File: src/rtl/lc2k_mc_ctrl.sv
// lc2k_mc_ctrl: multicycle LC2K sequencer; fetches over a ready-handshake memory port,
// decodes, and drives the 8x32 register file through EXEC/MEM/WB steps.
module lc2k_mc_ctrl #(
    parameter int                ADDR_W   = 16,
    parameter logic [ADDR_W-1:0] RESET_PC = '0
) (
    input  logic              clk,
    input  logic              rst_n,
    output logic              mem_req,
    output logic              mem_we,
    output logic [ADDR_W-1:0] mem_addr,
    output logic [31:0]       mem_wdata,
    input  logic [31:0]       mem_rdata,
    input  logic              mem_ready,
    output logic [2:0]        regA,
    output logic [2:0]        regB,
    input  logic [31:0]       readRegA,
    input  logic [31:0]       readRegB,
    output logic [2:0]        write_reg,
    output logic              write_enable,
    output logic [31:0]       write_val,
    output logic [ADDR_W-1:0] pc,
    output logic              halted,
    output logic [31:0]       instr_count
);
    typedef enum logic [2:0] {S_RST, S_FETCH, S_DECODE, S_EXEC, S_MEM, S_WB, S_HALT} state_t;

    localparam logic [2:0] OP_ADD  = 3'd0;
    localparam logic [2:0] OP_NOR  = 3'd1;
    localparam logic [2:0] OP_LW   = 3'd2;
    localparam logic [2:0] OP_SW   = 3'd3;
    localparam logic [2:0] OP_BEQ  = 3'd4;
    localparam logic [2:0] OP_JALR = 3'd5;
    localparam logic [2:0] OP_HALT = 3'd6;
    localparam logic [2:0] OP_NOOP = 3'd7;

    state_t            state, state_next;
    logic [24:0]       ir;
    logic [31:0]       a, b, result, alu, off;
    logic [2:0]        op;
    logic [ADDR_W-1:0] pc_inc;
    logic              is_sw, retire;

    assign op     = ir[24:22];
    assign regA   = ir[21:19];
    assign regB   = ir[18:16];
    assign off    = {{16{ir[15]}}, ir[15:0]};
    assign pc_inc = pc + ADDR_W'(1);
    assign is_sw  = op == OP_SW;
    assign alu    = (op == OP_ADD)  ? a + b :
                    (op == OP_NOR)  ? ~(a | b) :
                    (op == OP_JALR) ? 32'(pc_inc) : a + off;

    // halt and noop both retire straight out of DECODE (op 11x)
    assign retire = (state == S_DECODE && op[2:1] == 2'b11) ||
                    (state == S_EXEC && op == OP_BEQ) ||
                    (state == S_MEM && is_sw && mem_ready) ||
                    (state == S_WB);

    always_ff @(posedge clk or negedge rst_n) begin
        if (!rst_n) state <= S_RST;
        else        state <= state_next;
    end

    // outputs depend on state and registered fields only; mem_ready steers next state alone
    always_comb begin
        state_next   = state;
        mem_req      = 1'b0;
        mem_we       = 1'b0;
        mem_addr     = '0;
        mem_wdata    = '0;
        write_enable = 1'b0;
        write_reg    = '0;
        write_val    = '0;
        halted       = 1'b0;
        case (state)
            S_RST:    state_next = S_FETCH;
            S_FETCH: begin
                mem_req    = 1'b1;
                mem_addr   = pc;
                state_next = mem_ready ? S_DECODE : S_FETCH;
            end
            S_DECODE: state_next = (op == OP_HALT) ? S_HALT : (op == OP_NOOP) ? S_FETCH : S_EXEC;
            S_EXEC:   state_next = (op == OP_BEQ) ? S_FETCH : (op == OP_LW || is_sw) ? S_MEM : S_WB;
            S_MEM: begin
                mem_req    = 1'b1;
                mem_we     = is_sw;
                mem_addr   = result[ADDR_W-1:0];
                mem_wdata  = is_sw ? b : '0;
                state_next = !mem_ready ? S_MEM : is_sw ? S_FETCH : S_WB;
            end
            S_WB: begin
                write_enable = 1'b1;
                write_reg    = (op == OP_ADD || op == OP_NOR) ? ir[2:0] : ir[18:16];
                write_val    = result;
                state_next   = S_FETCH;
            end
            S_HALT:   halted = 1'b1;
            default:  state_next = S_RST;
        endcase
    end

    always_ff @(posedge clk or negedge rst_n) begin
        if (!rst_n) begin
            pc          <= RESET_PC;
            ir          <= '0;
            a           <= '0;
            b           <= '0;
            result      <= '0;
            instr_count <= '0;
        end else begin
            if (retire) instr_count <= instr_count + 32'd1;
            case (state)
                S_FETCH:  if (mem_ready) ir <= mem_rdata[24:0];
                S_DECODE: begin
                    a <= readRegA;
                    b <= readRegB;
                    if (op[2:1] == 2'b11) pc <= pc_inc;
                end
                S_EXEC: begin
                    if (op == OP_BEQ) pc <= (a == b) ? pc_inc + off[ADDR_W-1:0] : pc_inc;
                    else              result <= alu;
                end
                S_MEM: begin
                    if (mem_ready && is_sw) pc <= pc_inc;
                    if (mem_ready && !is_sw) result <= mem_rdata;
                end
                // jalr jumps to the regA value captured in DECODE, before its own write
                S_WB:     pc <= (op == OP_JALR) ? a[ADDR_W-1:0] : pc_inc;
                default:  ;
            endcase
        end
    end
endmodule
File: config.mk
export PLATFORM = sky130hd
export DESIGN_NAME = lc2k_mc_ctrl
export DESIGN_NICKNAME = d
export VERILOG_FILES = /design/src/rtl/lc2k_mc_ctrl.sv
export SDC_FILE = /design/constraint.sdc
export NUM_CORES = 1
export LEC_CHECK = 0
export CAP_MARGIN = 0
export CORE_ASPECT_RATIO = 1.75
export CORE_UTILIZATION = 40
export DETAILED_ROUTE_END_ITERATION = 10
export PLACE_DENSITY = 0.63
export SYNTH_ARGS = -nofsm -noshare
export SYNTH_HDL_FRONTEND = slang
export SYNTH_SLANG_ARGS = --single-unit
export TNS_END_PERCENT = 20
File: constraint.sdc
create_clock -name clk -period 4.7 [get_ports clk]
set_clock_uncertainty 0.05 [all_clocks]
set_input_delay 0.94 -clock clk [delete_from_list [all_inputs] [get_ports clk]]
set_output_delay 0.94 -clock clk [all_outputs]
set_load 0.01 [all_outputs]
==> impl_metrics.json <==
{
  "rsz0062_at_grt": "false",
  "syn_nets": 1865,
  "hold_path.class": "flop to flop",
  "avgSynthCellArea_um2": 8.22,
  "track_usage_pct": 31.9,
  "slowest_stage": "clkdlybuf4s50_1",
  "cp.required_ps": 3710,
  "die_h_um": 245,
  "area_delta_synth_final_pct": 25.9,
  "post-route-period-util_pct": 86.6,
  "busiest_layer": "met2",
  "drc": 0,
  "timing.slew.headroom_pct": 42.3,
  "layout_setup_ws_ps": 630,
  "met1_usage_pct": 30.4,
  "gp_congestion": 0.967,
  "synth.largest_area_cell": "dfrtp_1",
  "critical_path_class": "flop to output port",
  "yosys-top-cells-area": "dfrtp_1 32%, ha_1 11%, o21ai_0 6.2%",
  "drive_above_1_share_pct": 6.11,
  "cts_resized": 0,
  "power.leakage_nw": 7.59,
  "slew_viol_final": 0,
  "postSynthCellCount": 1649,
  "fp.dieW_um": 141,
  "port_buffers": 239,
  "use_met3_pct": 3.37,
  "r2r_slack_ps": 740,
  "vdd_ir_drop_max_v": 0.000395,
  "postCtsHoldBufs": 0,
  "cts.sinks": 172,
  "root_buffer": "clkbuf_16",
  "syn-cell-area_um2": 13500,
  "place_ws_ps": 750,
  "grt_pass1_vias": 13660,
  "powerDensity_nw_per_um2": 833,
  "cts_tree": "yes",
  "mostFrequentLayoutCell": "clkdlybuf4s50_1",
  "via_per_inst": 5.77,
  "cts.repair_timing.setup_buffer_count": 0,
  "drtAntennaViolNets": 0,
  "end_kind": "output port",
  "dpl.hpwl_um": 42700,
  "wl_um": 54100,
  "yosys_warnings": 0,
  "antenna_cells": 0,
  "synthFlopType": "dfrtp_1",
  "tightestPinTransition_ps": 866,
  "final_cell_mix": "238 x clkdlybuf4s50_1, 183 x nand2_1, 172 x dfrtp_1, 168 x o21ai_0, 116 x a21oi_1",
  "synth-edff-count": 0,
  "yosysTopAreaCellShare_pct": 31.8,
  "fillers": 3199,
  "fin_crit_ps": 4070,
  "grt_max_degree": 101,
  "cp_cell_sequence": "nand3b_1 -> inv_1 -> buf_4 -> and2_1 -> clkdlybuf4s50_1",
  "grt_first_pass_wirelength_um": 81400,
  "drtPass1Iterations": 4,
  "hold_viol": 0,
  "h-tree-depth": 4,
  "io_pins": 240,
  "slowest_delay_ps": 550,
  "clk_pin_slew_ps": 70,
  "fmax_mhz": 246,
  "core.rowCount": 88,
  "wl_per_cell_um": 23.3,
  "fin_tns_setup_ps": 0,
  "overflow": 0,
  "ys_seq_area_share_pct": 31.8,
  "dieArea_um2": 34600,
  "synth_cell_type_count": 69,
  "finalNetCount": 2070,
  "clock_latency_ps": 460,
  "cp-start-kind": "flop",
  "path_max_fanout": 22,
  "maxCapViolations": 0,
  "run_status": "finished, final reports clean",
  "grt_use_met2_pct": 60.7,
  "ys_ff_latch": 172,
  "floorplan.initialDensity_pct": 40.9,
  "setup_viol": 0,
  "vias": 13368,
  "synthArstFlopShare_pct": 100,
  "clockBufferDepth": 2,
  "antenna_found_initial": 0,
  "cp.arrival_ps": 3080,
  "core_area_um2": 33100,
  "numCtsBuffers": 17,
  "first_iter_violations": 770
}
## flip-flops by register name (all words and copies together) (netlist names)
name	cells
pc	16
instr_count	32
result	32
b	32
state	3
a	32
ir	25
## area by class of cell
class / count / area, um2 / share of cell area [%]
Multi-Input combinational cell: 1283 / 8490 / 49.8
Sequential cell: 172 / 4300 / 25.2
Timing Repair Buffer: 281 / 2750 / 16.1
Tap cell: 450 / 563 / 3.30
Clock buffer: 22 / 444 / 2.60
Inverter: 99 / 374 / 2.19
Clock inverter: 10 / 141 / 0.829
## cells by family (layout without fill, tap and decap cells)
| logic type | after synthesis | count (layout) | share of synthesized area [%] |
|---|---|---|---|
| AOI/OAI and AO/OA | 493 | 493 | 22.8 |
| xor gates and xnor gates | 99 | 99 | 6.40 |
| adders and majority gates | 117 | 117 | 11.0 |
| buffers and inverters | 194 | 412 | 5.75 |
| DFF | 172 | 172 | 31.8 |
| muxes | 32 | 32 | 2.57 |
| and+or+nand+nor | 542 | 542 | 19.7 |
## synthesized netlist by cell type (10+ instances only)
cell type  count
nand2b_1      11
mux2_2        22
nand4_1       18
nor3_1        34
and2_1        38
o21ai_0      168
nor2b_1       16
a211oi_1      18
nor2_1        92
o211ai_1      10
nand2_1      183
and3_1        51
ha_1         114
a21oi_1      116
mux2i_1       10
or3_1         13
o21a_1        14
clkbuf_1      76
a22o_1        19
xor2_1        31
nand3_1       43
dfrtp_1      172
a31oi_1       11
a21o_1        34
a221oi_1      21
nor4_1        14
inv_1         98
xnor2_1       68
## routing by layer
layer  wire length, um  vias to the layer above
met1             18300                     6444
met5                 0                        -
met2             29200                      444
met3              1670                      190
met4              4920                        0
li1                  -                     6290
## stage by stage
stage	utilization [%]	total power [W]	cells	hold slack [ps]	instance area, um2
2_1_floorplan	-	0.00907	1649	399	13500
3_3_place_gp	49.7	0.0125	2285	421	16500
3_5_place_dp	49.7	0.0126	2285	432	16500
4_1_cts	51.5	0.0141	2317	440	17100
5_1_grt	51.5	0.0152	2317	451	17100
6_report	51.5	0.0142	2317	436	17100
## critical path, delay by kind of cell, from the launching register on
family,cells,cell delay [ps]
buf+inv,3,1420
simple gates,2,640
flops,1,540
## power by group
group	switching (W)	leakage [nW]	internal [W]	total [W]
Clock	0.000646	0.279	0.000837	0.00148
Sequential	0.000857	2.14	0.00209	0.00294
Combinational	0.00586	5.17	0.00392	0.00979
## final timing paths
path / start / endpoint / cells past startpoint
min reg2reg: instr_count[31] / instr_count[31] / 1
max in group asynchronous: rst_n / result[23] / 2
min: instr_count[31] / instr_count[31] / 1
max reg2reg: pc[2] / pc[15] / 13
min in group asynchronous: rst_n / b[5] / 1
max: state[1] / write_val[16] / 5
No activity file was read; power rests on OpenSTA's default activity.
